--- config.mk ---
export PLATFORM = sky130hd
export DESIGN_NAME = multicycle_controller
export DESIGN_NICKNAME = d
export VERILOG_FILES = /design/src/rtl/multicycle_controller.sv
export SDC_FILE = /design/constraint.sdc
export NUM_CORES = 1
export LEC_CHECK = 0
export CAP_MARGIN = 20
export CORE_MARGIN = 4
export CORE_UTILIZATION = 50
export CTS_CLUSTER_DIAMETER = 150
export DETAILED_ROUTE_END_ITERATION = 8
export PLACE_DENSITY_LB_ADDON = 0.3
export SLEW_MARGIN = 25
export SYNTH_ARGS = -nofsm -noshare
export SYNTH_HDL_FRONTEND = slang
export SYNTH_SLANG_ARGS = --single-unit
--- constraint.sdc ---
create_clock -name clk -period 2.2 [get_ports clk]
set_input_delay 0.22 -clock clk [delete_from_list [all_inputs] [get_ports clk]]
set_output_delay 0.22 -clock clk [all_outputs]
set_load 0.005 [all_outputs]
--- src/rtl/multicycle_controller.sv ---
// multicycle_controller
//   Multi-cycle control FSM: FETCH -> DECODE -> EXECUTE -> MEMORY -> WRITEBACK,
//   one stage per cycle. It stalls on the instruction/data memory ready
//   handshakes, and a wait that runs too long halts the machine with a bus error.
//
// Ports
//   clk, reset (async, active-low)
//   opcode          instruction opcode, latched while irWrite=1
//   isAluOutputZero ALU zero flag, consumed in EXECUTE
//   imemReady       instruction memory data valid
//   dmemReady       data memory access complete
//   pcWrite, irWrite, memRead, memWrite, regWrite,
//   regDst, aluSrc, memToReg, jump, branchC, aluOp   datapath controls
//   state           current state code
//   retired         instructions completed (wraps)
//   illegalOp       sticky flag: unknown opcode decoded
//   busError        sticky flag: memory ready timeout
module multicycle_controller #(
  parameter int OPCODE_WIDTH = 6,
  parameter int ALUOP_WIDTH  = 4,
  parameter int CNT_WIDTH    = 32,
  parameter int MEM_TIMEOUT  = 15
) (
  input  logic                    clk,
  input  logic                    reset,
  input  logic [OPCODE_WIDTH-1:0] opcode,
  input  logic                    isAluOutputZero,
  input  logic                    imemReady,
  input  logic                    dmemReady,
  output logic                    pcWrite,
  output logic                    irWrite,
  output logic                    memRead,
  output logic                    memWrite,
  output logic                    regWrite,
  output logic                    regDst,
  output logic                    aluSrc,
  output logic                    memToReg,
  output logic                    jump,
  output logic [1:0]              branchC,
  output logic [ALUOP_WIDTH-1:0]  aluOp,
  output logic [2:0]              state,
  output logic [CNT_WIDTH-1:0]    retired,
  output logic                    illegalOp,
  output logic                    busError
);

  typedef enum logic [2:0] {
    S_FETCH     = 3'd0,
    S_DECODE    = 3'd1,
    S_EXECUTE   = 3'd2,
    S_MEMORY    = 3'd3,
    S_WRITEBACK = 3'd4,
    S_HALTED    = 3'd5
  } state_t;

  localparam logic [OPCODE_WIDTH-1:0] OP_R    = OPCODE_WIDTH'(6'b000000);
  localparam logic [OPCODE_WIDTH-1:0] OP_J    = OPCODE_WIDTH'(6'b000010);
  localparam logic [OPCODE_WIDTH-1:0] OP_BEQ  = OPCODE_WIDTH'(6'b000100);
  localparam logic [OPCODE_WIDTH-1:0] OP_BNE  = OPCODE_WIDTH'(6'b000101);
  localparam logic [OPCODE_WIDTH-1:0] OP_ADDI = OPCODE_WIDTH'(6'b001000);
  localparam logic [OPCODE_WIDTH-1:0] OP_LW   = OPCODE_WIDTH'(6'b100011);
  localparam logic [OPCODE_WIDTH-1:0] OP_SW   = OPCODE_WIDTH'(6'b101011);
  localparam logic [OPCODE_WIDTH-1:0] OP_HALT = OPCODE_WIDTH'(6'b111111);

  localparam logic [ALUOP_WIDTH-1:0] ALU_ADD  = ALUOP_WIDTH'(4'b0010);
  localparam logic [ALUOP_WIDTH-1:0] ALU_SUB  = ALUOP_WIDTH'(4'b0110);
  localparam logic [ALUOP_WIDTH-1:0] ALU_FUNC = ALUOP_WIDTH'(4'b1111);

  localparam int WAIT_W = $clog2(MEM_TIMEOUT + 1);
  localparam logic [WAIT_W-1:0] WAIT_MAX = WAIT_W'(MEM_TIMEOUT);

  state_t                  st, st_n;
  logic [OPCODE_WIDTH-1:0] op_q;
  logic [WAIT_W-1:0]       wait_cnt;
  logic                    wait_inc;
  logic                    retire;
  logic                    set_ill;
  logic                    set_bus;

  assign state = st;

  always_ff @(posedge clk or negedge reset) begin
    if (!reset) begin
      st        <= S_FETCH;
      op_q      <= '0;
      wait_cnt  <= '0;
      retired   <= '0;
      illegalOp <= 1'b0;
      busError  <= 1'b0;
    end else begin
      st <= st_n;
      if (irWrite) op_q <= opcode;
      // Any cycle that is not a counted stall (ready, state change) clears it.
      wait_cnt <= wait_inc ? wait_cnt + 1'b1 : '0;
      if (retire)  retired   <= retired + CNT_WIDTH'(1);
      if (set_ill) illegalOp <= 1'b1;
      if (set_bus) busError  <= 1'b1;
    end
  end

  always_comb begin
    st_n     = st;
    wait_inc = 1'b0;
    retire   = 1'b0;
    set_ill  = 1'b0;
    set_bus  = 1'b0;
    pcWrite  = 1'b0;
    irWrite  = 1'b0;
    memRead  = 1'b0;
    memWrite = 1'b0;
    regWrite = 1'b0;
    regDst   = 1'b0;
    aluSrc   = 1'b0;
    memToReg = 1'b0;
    jump     = 1'b0;
    branchC  = 2'b00;
    aluOp    = '0;
    // Controls are held inactive for as long as reset is low, not just
    // until the registers settle.
    if (reset) begin
      case (st)
        S_FETCH: begin
          memRead = 1'b1;
          if (imemReady) begin
            irWrite = 1'b1;
            pcWrite = 1'b1;
            st_n    = S_DECODE;
          end else if (wait_cnt == WAIT_MAX) begin
            set_bus = 1'b1;
            st_n    = S_HALTED;
          end else begin
            wait_inc = 1'b1;
          end
        end
        S_DECODE: begin
          case (op_q)
            OP_J: begin
              jump    = 1'b1;
              pcWrite = 1'b1;
              retire  = 1'b1;
              st_n    = S_FETCH;
            end
            OP_HALT: begin
              retire = 1'b1;
              st_n   = S_HALTED;
            end
            OP_R, OP_ADDI, OP_LW, OP_SW, OP_BEQ, OP_BNE: st_n = S_EXECUTE;
            default: begin
              set_ill = 1'b1;
              st_n    = S_FETCH;
            end
          endcase
        end
        S_EXECUTE: begin
          st_n = S_FETCH;
          case (op_q)
            OP_R: begin
              regDst = 1'b1;
              aluOp  = ALU_FUNC;
              st_n   = S_WRITEBACK;
            end
            OP_ADDI: begin
              aluSrc = 1'b1;
              aluOp  = ALU_ADD;
              st_n   = S_WRITEBACK;
            end
            OP_LW, OP_SW: begin
              aluSrc = 1'b1;
              aluOp  = ALU_ADD;
              st_n   = S_MEMORY;
            end
            OP_BEQ: begin
              aluOp   = ALU_SUB;
              branchC = 2'b01;
              pcWrite = isAluOutputZero;
              retire  = 1'b1;
            end
            OP_BNE: begin
              aluOp   = ALU_SUB;
              branchC = 2'b10;
              pcWrite = !isAluOutputZero;
              retire  = 1'b1;
            end
            default: st_n = S_FETCH;
          endcase
        end
        S_MEMORY: begin
          memRead  = (op_q == OP_LW);
          memWrite = (op_q != OP_LW);
          if (dmemReady) begin
            if (op_q == OP_LW) begin
              st_n = S_WRITEBACK;
            end else begin
              retire = 1'b1;
              st_n   = S_FETCH;
            end
          end else if (wait_cnt == WAIT_MAX) begin
            set_bus = 1'b1;
            st_n    = S_HALTED;
          end else begin
            wait_inc = 1'b1;
          end
        end
        S_WRITEBACK: begin
          regWrite = 1'b1;
          memToReg = (op_q == OP_LW);
          retire   = 1'b1;
          st_n     = S_FETCH;
        end
        S_HALTED: st_n = S_HALTED;
        default:  st_n = S_FETCH;
      endcase
    end
  end

endmodule
After elaboration in Yosys (flattened, before gate mapping). Index checks and enable logic that the tools add are counted.

Register bits: 47. Output and inout bits: 52. Input port bits: 11.

Muxes and demuxes: 56. Add/subtract/negate cells: 2. Equal/unequal tests: 14. Reductions and logical operators: 10.

Operator list (number): 2-to-1 mux 1 bit (36); adder 32 x 1 -> 32 bit (second input constant) (1); equality test 6 bit (second input constant) (3); one-hot mux 3 bit (5 select lines) (1); equality test 6 x 3 -> 1 bit (second input constant) (2); 2-to-1 mux 3 bit (4); 2-to-1 mux 4 bit (3); one-hot mux 3 bit (2 select lines) (2); one-hot mux 4 bit (3 select lines) (1); one-hot mux 1 bit (2 select lines) (4); OR reduction 2 bit (4); OR reduction 8 bit (1); equality test 3 x 2 -> 1 bit (second input constant) (2); equality test 3 bit (second input constant) (2); equality test 6 x 2 -> 1 bit (second input constant) (1); equality test 6 x 4 -> 1 bit (second input constant) (1); logical NOT 6 bit (1); inequality test 6 bit (second input constant) (1); OR reduction 6 bit (1); adder 4 x 1 -> 4 bit (second input constant) (1); equality test 4 bit (second input constant) (1); 2-to-1 mux 2 bit (2); one-hot mux 1 bit (4 select lines) (1); one-hot mux 2 bit (2 select lines) (1); other kinds (5) (5).

Depth between registers and ports, before layout.
Depth in word-level cells: 6. Depth in mapped cells: 7.

Worst setup path after synthesis. Ideal clock, no wire load.

Path kind: register to register. Start: register st[2] (netlist: state[2]). End: register retired[15]. Path buffers: 2. Cell stages (with the launch flop): 8. Setup slack: 0.328 ns. Clock period less this slack: 1.872 ns. Arrival: 1.747 ns. Required time: 2.075 ns. Path through: dfrtp_1 clkbuf_1 nand3b_1 a211o_1 and3_4 buf_6 a211o_2 xnor2_1.

Longest elaborated chain between the ends: 3. Elaborated cells between the ends (all ways): 6.

RTL lines: start, declared (line 72) `state_t st, st_n;`; start signal, assigned (line 91) `st <= st_n;`; equality test 3 bit (tied with other cells) (line 121) `case (st)`; one-hot mux 1 bit (4 select lines) * (line 121); 2-to-1 mux 1 bit * (line 120) `if (reset) begin`; end signal, assigned (line 95) `if (retire) retired <= retired + CNT_WIDTH'(1);`; end, declared (line 42) `output logic [CNT_WIDTH-1:0] retired,`.

Mark *: on every way between the ends. The rest lies on a longest branch, timed or not. A chain may end at the register's enable or synchronous reset.

Final worst setup path.
Start: register st[2] (netlist: state[2]). End: output branchC[0].

Longest elaborated chain between the ends: 3.

RTL lines: equality test 3 x 2 -> 1 bit (line 121); 2-to-1 mux 2 bit (line 121); 2-to-1 mux 2 bit (line 120); end, declared (line 39) `output logic [1:0] branchC,`.

No other way between the ends.

==> impl_metrics.py <==
metrics = {
    "run_status": {
        "outcome": "finished, final reports clean",
    },
    "grt": {
        "overflow": 0,
        "grt_usage_pct": 20.88,
        "grt_pass1_wl_um": 10830,
        "grt_max_degree": 48,
        "antenna_found_initial": 0,
        "grt_pass1_vias": 2201,
    },
    "clock_tree": {
        "clk_latency_ns": 0.30,
        "cts_tree": "done",
        "cts.sinks": 47,
        "h-tree-depth": 2,
        "cts-buffers-inserted": 5,
        "path_clk_slew_ns": 0.09,
        "clockBufferDepth": 2,
        "cts.root.buffer_cell": "clkbuf_8",
    },
    "routing": {
        "vias": 2382,
        "routed_wl_um": 6519,
        "viasPerCell": 5.726,
        "wl_per_cell_um": 15.67,
        "drt-pass1-iter-count": 4,
        "drt_iter0_markers": 193,
        "route.detailed.drc": 0,
        "drtAntennaViolNets": 0,
    },
    "placement": {
        "dp.final_hpwl_um": 4715,
        "port_buffers": 62,
        "gp_congestion": 0.8763,
    },
    "timing": {
        "hold_viol": 0,
        "fin_crit_ns": 2.105,
        "max-slew-margin-rel_pct": 69.93,
        "clock.fmax_mhz": 475.2,
        "setup_tns_ns": 0,
        "rsz0062_at_grt": "false",
        "setup_viol": 0,
        "worst_pin_slew_ns": 0.4494,
        "drv_slew": 0,
        "fin_crit_sh_pct": 95.66,
        "fin_skew_ns": 0.009080,
    },
    "power": {
        "power.density_nw_per_um2": 711.4,
        "ir_worst_vdd_uv": 367.7,
        "p_leak_uw": 0.001524,
        "total_power_uw": 2626,
    },
    "logic_synthesis": {
        "seq_area_frac_synth_pct": 43.93,
        "ys_ff_latch": 47,
        "async_flop_share_pct": 100.0,
        "synth_fp_nets": 273,
        "synth_ff_type": "dfrtp_1",
        "synth_top_cell_area_share_pct": 43.93,
        "syn_area_per_cell_um2": 10.30,
        "synth_edf_count": 0,
        "syn_inst": 260,
        "synth_area_um2": 2678,
        "ys_types": 52,
        "synth_top_area_cell": "dfrtp_1",
        "synthTopCellsByArea": "dfrtp_1 44%, xnor2_1 10%, o2111ai_1 5.9%",
        "yosysWarnings": 0,
    },
    "job": {
        "maxCapViolations": 0,
    },
    "critical_path": {
        "criticalPathCategory": "reg -> out",
        "critPathMaxFanout": 6,
        "crit_path_end_kind": "output pin",
        "worst_r2r_path_depth": 7,
        "required_ns": 1.98,
        "worstPathArrival_ns": 1.88,
        "crit_path_start_kind": "flip-flop",
    },
    "cells_and_area": {
        "diodes": 0,
        "final_nets": 358,
        "synthToLayoutAreaGrowth_pct": 37.85,
        "final_layout_size_suffix_gt1_share_pct": 19.65,
    },
    "floorplanning": {
        "dieArea_um2": 6590,
        "core_area_um2": 5140,
        "rows": 26,
        "die_h_um": 81.18,
        "io_pins": 63,
        "start_util_pct": 52.09,
        "fp.dieW_um": 81.18,
    },
    "worst_hold_path": {
        "hold_class": "in -> async",
    },
}
## cell usage after synthesis, types with 2 or more instances
library cell  instances
xor2_1                3
nand2b_1              2
o32ai_1               2
a21oi_1               4
buf_1                 2
clkbuf_1              4
a31oi_1               2
nor2_1               25
nand3b_1              2
o21ai_0               3
xnor2_1              32
o2111ai_1            18
a211o_1               3
ha_1                  2
o211ai_1              6
o21bai_1              2
and2_1                7
a211o_2               3
nand3_1              14
and3_1               10
buf_4                 2
buf_2                 5
nand2_1               8
and4_1                4
dfrtp_1              47
mux2i_1               2
mux2_2                7
nand4_1               5
nor3_1                5
inv_1                 6
nor2b_1               2
## through the flow
stage                     area, um^2  worst slack, ns  instances  utilization, %  hold WS (ns)
after global placement          3477           0.1112        399           67.65       0.08331
final                           3691          0.09544        416           71.81       0.01417
after floorplan                 2678           0.3276        260               -      -0.07559
after global routing            3691         0.005941        416           71.81       0.03659
after detailed placement        3477          0.09850        399           67.65       0.08280
after CTS                       3616         -0.06090        409           70.35       0.01068
## repair_timing
| item | CTS | global route |
|---|---|---|
| endpoints found under the hold margin | 2 | 0 |
| pin swaps | 1 | 2 |
| gates resized for setup | 15 | 8 |
| hold buffers | 1 | 0 |
| endpoints found under the setup margin | 10 | 5 |
| setup buffers | 1 | 7 |
## metal layers
| layer | global-route usage [%] | wire, um |
|---|---|---|
| met1 | 30.35 | 3085 |
| met2 | 31.53 | 3039 |
| met3 | 4.324 | 317 |
| met4 | 5.743 | 76 |
| met5 | 0 | 0 |
## registers in the layout, summed over array words and instances, names as in the netlist
register   cells
op_q           6
state          3
busError       1
illegalOp      1
retired       32
wait_cnt       4
## path summary, 6_finish.rpt
kind | start | endpoint | slack [ns]
worst max-delay path | state[2]$_DFFE_PN0P_ | branchC[0] | 0.1
min in group clk | reset | state[1]$_DFFE_PN0P_ | 0.34
worst min register to register | wait_cnt[0]$_DFF_PN0_ | wait_cnt[0]$_DFF_PN0_ | 0.47
worst min-delay path | reset | retired[28]$_DFFE_PN0P_ | 0.01
worst max register to register | op_q[0]$_DFFE_PN0P_ | retired[1]$_DFFE_PN0P_ | 0.22
max in group asynchronous | reset | state[2]$_DFFE_PN0P_ | 1.63
## area by class of cell
cell class | count | area (um^2)
Fill cell | 409 | 1449
Multi-Input combinational cell | 192 | 1444
Sequential cell | 47 | 1179
Timing Repair Buffer | 92 | 850.8
Clock buffer | 7 | 96.34
Tap cell | 70 | 87.58
Inverter | 7 | 26.28
Clock inverter | 1 | 7.507
## where the power goes
group	leakage (uW)	internal, uW	switching (uW)
Sequential	0.000612	976	171
Combinational	0.000861	491	415
Clock	0.0000505	286	288
Total	0.00152	1750	873
## cells in the final DEF, fill, tap and decap left out, types with 6 or more instances in the layout
| cell | n |
|---|---|
| clkbuf_8 | 7 |
| nand2_1 | 8 |
| clkdlybuf4s50_1 | 51 |
| o211ai_1 | 6 |
| dlygate4sd2_1 | 8 |
| nand3_1 | 14 |
| mux2_2 | 7 |
| and3_1 | 9 |
| dfrtp_1 | 45 |
| inv_1 | 6 |
| o2111ai_1 | 18 |
| xnor2_1 | 32 |
| and2_1 | 7 |
| nor2_1 | 20 |
| buf_4 | 28 |
## kinds of logic after synthesis
family,after synthesis,share of synthesized area [%]
xor+xnor,35,11.45
fa+ha+maj,2,0.9344
simple gates,93,19.44
buf+inv,21,3.738
compound gates,53,16.82
flops,47,43.93
mux,9,3.692
## critical path, stage by stage (launching register included)
cell,delay (ns)
dfrtp_1,0.46
nor2_1,0.17
nand3b_1,0.21
nor3_1,0.22
clkdlybuf4s50_1,0.52
(Power assumes the default switching activity.)
